[src/rtl/multicycle_ctrl.sv]
// Multi-cycle MIPS control FSM: sequences fetch/decode/execute/memory/writeback,
// handles ready/timeout memory handshakes and counts retired instructions. Option: MCTRL_JAL_EN.
module multicycle_ctrl #(
  parameter int MEM_TIMEOUT = 15,
  parameter int CNT_W       = 32
) (
  input  logic             clk_i,
  input  logic             rst_n,
  input  logic [5:0]       instr_op_i,
  input  logic             zero_i,
  input  logic             mem_ready_i,
  output logic             PCWrite_o,
  output logic             IorD_o,
  output logic             MemRead_o,
  output logic             MemWrite_o,
  output logic             IRWrite_o,
  output logic [1:0]       RegDst_o,
  output logic [1:0]       MemToReg_o,
  output logic             RegWrite_o,
  output logic             ALUSrcA_o,
  output logic [1:0]       ALUSrcB_o,
  output logic [1:0]       ALUOp_o,
  output logic [1:0]       PCSource_o,
  output logic             illegal_o,
  output logic             err_o,
  output logic             instr_done_o,
  output logic [CNT_W-1:0] instr_count_o
);

  localparam logic [5:0] OP_RTYPE = 6'b000000;
  localparam logic [5:0] OP_ADDI  = 6'b001000;
  localparam logic [5:0] OP_ADDIU = 6'b001001;
  localparam logic [5:0] OP_LW    = 6'b100011;
  localparam logic [5:0] OP_SW    = 6'b101011;
  localparam logic [5:0] OP_BEQ   = 6'b000100;
  localparam logic [5:0] OP_BNE   = 6'b000101;
  localparam logic [5:0] OP_J     = 6'b000010;
`ifdef MCTRL_JAL_EN
  localparam logic [5:0] OP_JAL   = 6'b000011;
`endif

  localparam bit TMO_EN = (MEM_TIMEOUT > 0);
  localparam int WAIT_W = (MEM_TIMEOUT > 0) ? $clog2(MEM_TIMEOUT + 1) : 1;
  localparam logic [WAIT_W-1:0] WAIT_LIM = WAIT_W'(MEM_TIMEOUT);

  typedef enum logic [3:0] {
    S_IDLE    = 4'd0,
    S_FETCH   = 4'd1,
    S_DECODE  = 4'd2,
    S_MEM_ADDR= 4'd3,
    S_MEM_RD  = 4'd4,
    S_MEM_WB  = 4'd5,
    S_MEM_WR  = 4'd6,
    S_EXEC_R  = 4'd7,
    S_R_WB    = 4'd8,
    S_ADDI_EX = 4'd9,
    S_ADDI_WB = 4'd10,
    S_BRANCH  = 4'd11,
    S_JUMP    = 4'd12,
    S_TRAP    = 4'd13
`ifdef MCTRL_JAL_EN
    , S_JAL   = 4'd14
`endif
  } state_t;

  state_t              state_r;
  state_t              next_state_s;
  logic [WAIT_W-1:0]   wait_cnt_r;
  logic                tmo_hit_s;
  logic [CNT_W-1:0]    count_r;

  // The current wait state has used up its budget of low-ready cycles
  assign tmo_hit_s     = TMO_EN && !mem_ready_i && (wait_cnt_r == WAIT_LIM);
  assign instr_count_o = count_r;

  // State register
  always_ff @(posedge clk_i or negedge rst_n) begin
    if (!rst_n) begin
      state_r <= S_IDLE;
    end else begin
      state_r <= next_state_s;
    end
  end

  // Wait counter: restarts on every state entry (including a timeout re-entry of FETCH)
  always_ff @(posedge clk_i or negedge rst_n) begin
    if (!rst_n) begin
      wait_cnt_r <= {WAIT_W{1'b0}};
    end else if ((next_state_s != state_r) || err_o) begin
      wait_cnt_r <= {WAIT_W{1'b0}};
    end else if (!mem_ready_i && (wait_cnt_r != {WAIT_W{1'b1}})) begin
      wait_cnt_r <= wait_cnt_r + WAIT_W'(1);
    end else begin
      wait_cnt_r <= wait_cnt_r;
    end
  end

  // Retired-instruction counter, wraps naturally
  always_ff @(posedge clk_i or negedge rst_n) begin
    if (!rst_n) begin
      count_r <= {CNT_W{1'b0}};
    end else if (instr_done_o) begin
      count_r <= count_r + CNT_W'(1);
    end else begin
      count_r <= count_r;
    end
  end

  // Next-state and datapath control decode
  always_comb begin
    next_state_s = state_r;
    PCWrite_o    = 1'b0;
    IorD_o       = 1'b0;
    MemRead_o    = 1'b0;
    MemWrite_o   = 1'b0;
    IRWrite_o    = 1'b0;
    RegDst_o     = 2'b00;
    MemToReg_o   = 2'b00;
    RegWrite_o   = 1'b0;
    ALUSrcA_o    = 1'b0;
    ALUSrcB_o    = 2'b00;
    ALUOp_o      = 2'b00;
    PCSource_o   = 2'b00;
    illegal_o    = 1'b0;
    err_o        = 1'b0;
    instr_done_o = 1'b0;
    case (state_r)
      S_IDLE: next_state_s = S_FETCH;
      S_FETCH: begin
        MemRead_o = 1'b1;
        ALUSrcB_o = 2'b01;
        if (mem_ready_i) begin
          IRWrite_o    = 1'b1;
          PCWrite_o    = 1'b1;
          next_state_s = S_DECODE;
        end else if (tmo_hit_s) begin
          err_o        = 1'b1;
          next_state_s = S_FETCH;
        end else begin
          next_state_s = S_FETCH;
        end
      end
      S_DECODE: begin
        ALUSrcB_o = 2'b11;
        case (instr_op_i)
          OP_RTYPE:          next_state_s = S_EXEC_R;
          OP_ADDI, OP_ADDIU: next_state_s = S_ADDI_EX;
          OP_LW, OP_SW:      next_state_s = S_MEM_ADDR;
          OP_BEQ, OP_BNE:    next_state_s = S_BRANCH;
          OP_J:              next_state_s = S_JUMP;
`ifdef MCTRL_JAL_EN
          OP_JAL:            next_state_s = S_JAL;
`endif
          default:           next_state_s = S_TRAP;
        endcase
      end
      S_MEM_ADDR: begin
        ALUSrcA_o = 1'b1;
        ALUSrcB_o = 2'b10;
        if (instr_op_i == OP_LW) begin
          next_state_s = S_MEM_RD;
        end else begin
          next_state_s = S_MEM_WR;
        end
      end
      S_MEM_RD: begin
        MemRead_o = 1'b1;
        IorD_o    = 1'b1;
        if (mem_ready_i) begin
          next_state_s = S_MEM_WB;
        end else if (tmo_hit_s) begin
          err_o        = 1'b1;
          next_state_s = S_FETCH;
        end else begin
          next_state_s = S_MEM_RD;
        end
      end
      S_MEM_WB: begin
        MemToReg_o   = 2'b01;
        RegWrite_o   = 1'b1;
        instr_done_o = 1'b1;
        next_state_s = S_FETCH;
      end
      S_MEM_WR: begin
        MemWrite_o = 1'b1;
        IorD_o     = 1'b1;
        if (mem_ready_i) begin
          instr_done_o = 1'b1;
          next_state_s = S_FETCH;
        end else if (tmo_hit_s) begin
          err_o        = 1'b1;
          next_state_s = S_FETCH;
        end else begin
          next_state_s = S_MEM_WR;
        end
      end
      S_EXEC_R: begin
        ALUSrcA_o    = 1'b1;
        ALUOp_o      = 2'b10;
        next_state_s = S_R_WB;
      end
      S_R_WB: begin
        RegDst_o     = 2'b01;
        RegWrite_o   = 1'b1;
        instr_done_o = 1'b1;
        next_state_s = S_FETCH;
      end
      S_ADDI_EX: begin
        ALUSrcA_o    = 1'b1;
        ALUSrcB_o    = 2'b10;
        next_state_s = S_ADDI_WB;
      end
      S_ADDI_WB: begin
        RegWrite_o   = 1'b1;
        instr_done_o = 1'b1;
        next_state_s = S_FETCH;
      end
      S_BRANCH: begin
        ALUSrcA_o    = 1'b1;
        ALUOp_o      = 2'b01;
        PCSource_o   = 2'b01;
        PCWrite_o    = (instr_op_i == OP_BNE) ? ~zero_i : zero_i;
        instr_done_o = 1'b1;
        next_state_s = S_FETCH;
      end
      S_JUMP: begin
        PCSource_o   = 2'b10;
        PCWrite_o    = 1'b1;
        instr_done_o = 1'b1;
        next_state_s = S_FETCH;
      end
`ifdef MCTRL_JAL_EN
      S_JAL: begin
        PCSource_o   = 2'b10;
        PCWrite_o    = 1'b1;
        RegDst_o     = 2'b10;
        MemToReg_o   = 2'b10;
        RegWrite_o   = 1'b1;
        instr_done_o = 1'b1;
        next_state_s = S_FETCH;
      end
`endif
      S_TRAP: begin
        // PC was already advanced in FETCH, so the bad instruction is simply skipped
        illegal_o    = 1'b1;
        next_state_s = S_FETCH;
      end
      default: next_state_s = S_IDLE;
    endcase
  end

endmodule

[config.mk]
export PLATFORM = sky130hd
export DESIGN_NAME = multicycle_ctrl
export DESIGN_NICKNAME = d
export VERILOG_FILES = /design/src/rtl/multicycle_ctrl.sv
export SDC_FILE = /design/constraint.sdc
export NUM_CORES = 1
export LEC_CHECK = 0
export CAP_MARGIN = 10
export CORE_AREA = 2 2 73 75
export CTS_BUF_LIST = sky130_fd_sc_hd__clkbuf_8
export DETAILED_ROUTE_END_ITERATION = 8
export DIE_AREA = 0 0 75 77
export PLACE_DENSITY = 0.79
export SLEW_MARGIN = 10
export SYNTH_ARGS = -nofsm -noshare
export SYNTH_HDL_FRONTEND = slang
export SYNTH_SLANG_ARGS = --single-unit
[constraint.sdc]
create_clock -name clk_i -period 2.4 [get_ports clk_i]
set_clock_uncertainty 0.05 [all_clocks]
set_input_delay 0.6 -clock clk_i [delete_from_list [all_inputs] [get_ports clk_i]]
set_output_delay 0.6 -clock clk_i [all_outputs]
set_load 0.005 [all_outputs]
==> results.md <==
- Number of I/O port buffers: 59
- Largest net degree at the start of global routing: 41
- Mux cell area share after synthesis: 0.892%
- Main synth FF type: dfrtp_1
- Unique masters post-synth: 51
- Crit Path Max Fanout: 7
- I/O pin total: 62
- Number of synthesized flops with an enable pin: 0
- Root Driver: clkbuf_8
- DRC: 0
- Worst Hold Slack: 0.306 ns
- Worst vdd ir: 463 uV
- Asr flop ratio synth: 100%
- Yosys top cell area share: 42.0%
- Synth Area in Simple Gates: 28.9%
- Max cap viols: 0
- Final period utilization: a little over nine tenths
- Fin cells: 423
- Fillcell total: 388
- Pins over their slew limit: 0
- Die X-Extent: 75 um
- Yosys reg bits: 40
- Req. time, crit path: 1.75 ns
- Final Util: slightly above 70%
- H-tree levels: 2
- Clock transition at the registers of the reported paths: 0.07 ns
- Power, Total: 0.00293 W
- WS Path Type: flop to output port
- CP arrival: 1.71 ns
- Compound-cell area share of the yosys netlist: 9.50%
- Post-layout min period: 2.36 ns
- Vias: about 2300
- Clock sink count: 40
- Core Area: 4980 um^2
- Routed Antenna Nets: 0
- Status: finished, final reports clean
- Initial antenna violation count: 0
- Adder-cell share of the synthesized area: under 10%
- Diodes inserted: 0
- Cell area after synthesis: 2380 um^2
- Placed Area: 3210 um^2
- Chip height: about 77 um
- Clock latency on the worst-skew pair: approximately 0.29 ns
- Drt total wl: 6180 um
- Unrepaired setup endpoints after global routing: yes
- # nets final: 364
- Placed instance count: 400
- Vias in the first global route: between 2000 and 2500
- Largest cells by area after synthesis: dfrtp_1, xnor2_1, xor2_1, nor2_1, nand4_1
- Final setup viols: 0
- Die area: just under 6000 um^2
- First drt pass iteration count: 5
- Final Hold Viols: 0
- Share of layout cells above drive strength 1: 23.2%
- Site Rows: 26
- Overall global routing resource usage: around 23%
- Max Clk Rate: 423 MHz
- CP Capture Type: output port
- Cells after synthesis: around 250
- Via-to-Cell Ratio: around 5.4
- Initial DRC Count: 156
- Initial Utilization: 47.9%
- Clock Path Buffers: 2
- Post-synthesis xor/xnor area fraction: 13.6%
- Fin area: approximately 3500 um^2
- Area added between synthesis and finish: 47.9%
- CTS tree: built
- Avg Synthesized Cell Area: 9.39 um^2
- Drt wl/cell: 14.6 um
- Hpwl dp: 4330 um
- Static Leak: 1.71 nW
- Ys Warns: 0
- Synth area leader: dfrtp_1
- HP Class: input pin to asynchronous set/reset pin
- Num CTS Buffers: 5
- Startpoint class of the critical path: flop
- GPL Wtd Cong: 0.873
- Largest family of logic cells by synthesized area: simple AND/OR/NAND/NOR gates
- Grt total ovfl: 0
- First-pass GRT wire length: 10200 um
- Post-synthesis sequential area ratio: 42.0%
- Power density cells: approximately 830 nW/um^2
==> synthesized netlist by cell type (all sizes together), types with 3 or more instances <==
master and count:
nand4b 3, nand3 12, a31oi 5, inv 6, nand2b 6, a21oi 8
a211oi 3, nor3 19, nand2 13, o21ai 5, and3 8, xnor2 23
xor2 14, clkbuf 8, and4 3, nor3b 3, dfrtp 40, buf 6
nor2 27, nand4 15, nor2b 3
==> area by class of cell <==
class / count / area [um^2] / area share, %
flip-flops and latches: 40 / 1000 / 28.5
clock inverters: 3 / 38.8 / 1.10
repair buffers: 104 / 951 / 27.0
well taps: 70 / 87.6 / 2.48
multi-input cells: 195 / 1350 / 38.4
inverters: 6 / 22.5 / 0.639
clock buffers: 5 / 68.8 / 1.95
==> repair_timing <==
item	in CTS	in global routing
setup endpoints to repair	15	17
pin swaps	3	6
hold buffers	0	0
gates resized for setup	23	19
cloned	1	0
buffers inserted	13	1
==> path summary, 6_finish.rpt <==
| kind | start | end | slack, ns | cells after the start |
|---|---|---|---|---|
| max | state_r[2]$_DFF_PN0_ | IorD_o | 0.04 | 4 |
| min | rst_n | instr_count_o[12]$_DFFE_PN0P_ | 0.31 | 2 |
| max reg2reg | state_r[0]$_DFF_PN0_ | wait_cnt_r[1]$_DFFE_PN0P_ | 0.38 | 7 |
| min reg2reg | instr_count_o[31]$_DFFE_PN0P_ | instr_count_o[31]$_DFFE_PN0P_ | 0.42 | 1 |
| max in group asynchronous | rst_n | state_r[2]$_DFF_PN0_ | 1.63 | 2 |
| min in group clk_i | instr_count_o[31]$_DFFE_PN0P_ | instr_count_o[31]$_DFFE_PN0P_ | 0.42 | 1 |
==> per-layer routing <==
layer,GRT usage (%),routed length [um],vias up
met5,0,0,-
met4,5.18,50,0
met3,5.39,389,4
met2,38.8,3180,92
met1,27.9,2560,1097
li1,-,-,1105
==> through the flow <==
stage | setup WS [ns] | TNS (ns)
after floorplan | 0.440 | 0
after global placement | -0.380 | -1.38
after detailed placement | -0.407 | -2.22
after CTS | 0.00273 | 0
after global routing | -0.0141 | -0.0141
final | 0.0379 | 0
==> critical path: stages, from the launching register on <==
cell             delay [ns]
dfrtp_2                0.41
buf_4                  0.16
nand2b_4               0.09
nor2_1                 0.21
clkdlybuf4s50_1        0.55
==> cells by family after synthesis <==
| kind of cell | Yosys count |
|---|---|
| compound gates | 32 |
| xor+xnor | 37 |
| fa+ha+maj | 2 |
| buf+inv | 20 |
| flops | 40 |
| mux | 2 |
| other cells | 1 |
| simple gates | 120 |
==> power breakdown <==
group | internal (W) | switching, W
Clock | 0.000304 | 0.000234
Sequential | 0.000769 | 0.000131
Combinational | 0.000791 | 0.000706
Total | 0.00186 | 0.00107
==> cells in the final DEF, fill, tap and decap left out, types with 4 or more instances in the layout <==
master and instances:
a21oi_1 7, nand4_1 14, dlymetal6s2s_1 12, and3_1 8, nand2b_4 5, xnor2_1 23
nor3_1 15, clkbuf_8 5, dfrtp_1 37, inv_1 7, nor2_2 5, clkdlybuf4s50_1 41
nand2_1 12, a31oi_1 4, xor2_1 14, buf_4 42, nand3_1 12, nor2_1 22
==> flip-flops by register name, indices dropped and copies added, names as in the netlist <==
signal and flops:
instr_count_o 32, wait_cnt_r 4, state_r 4
No activity file was read; power rests on OpenSTA's default activity.
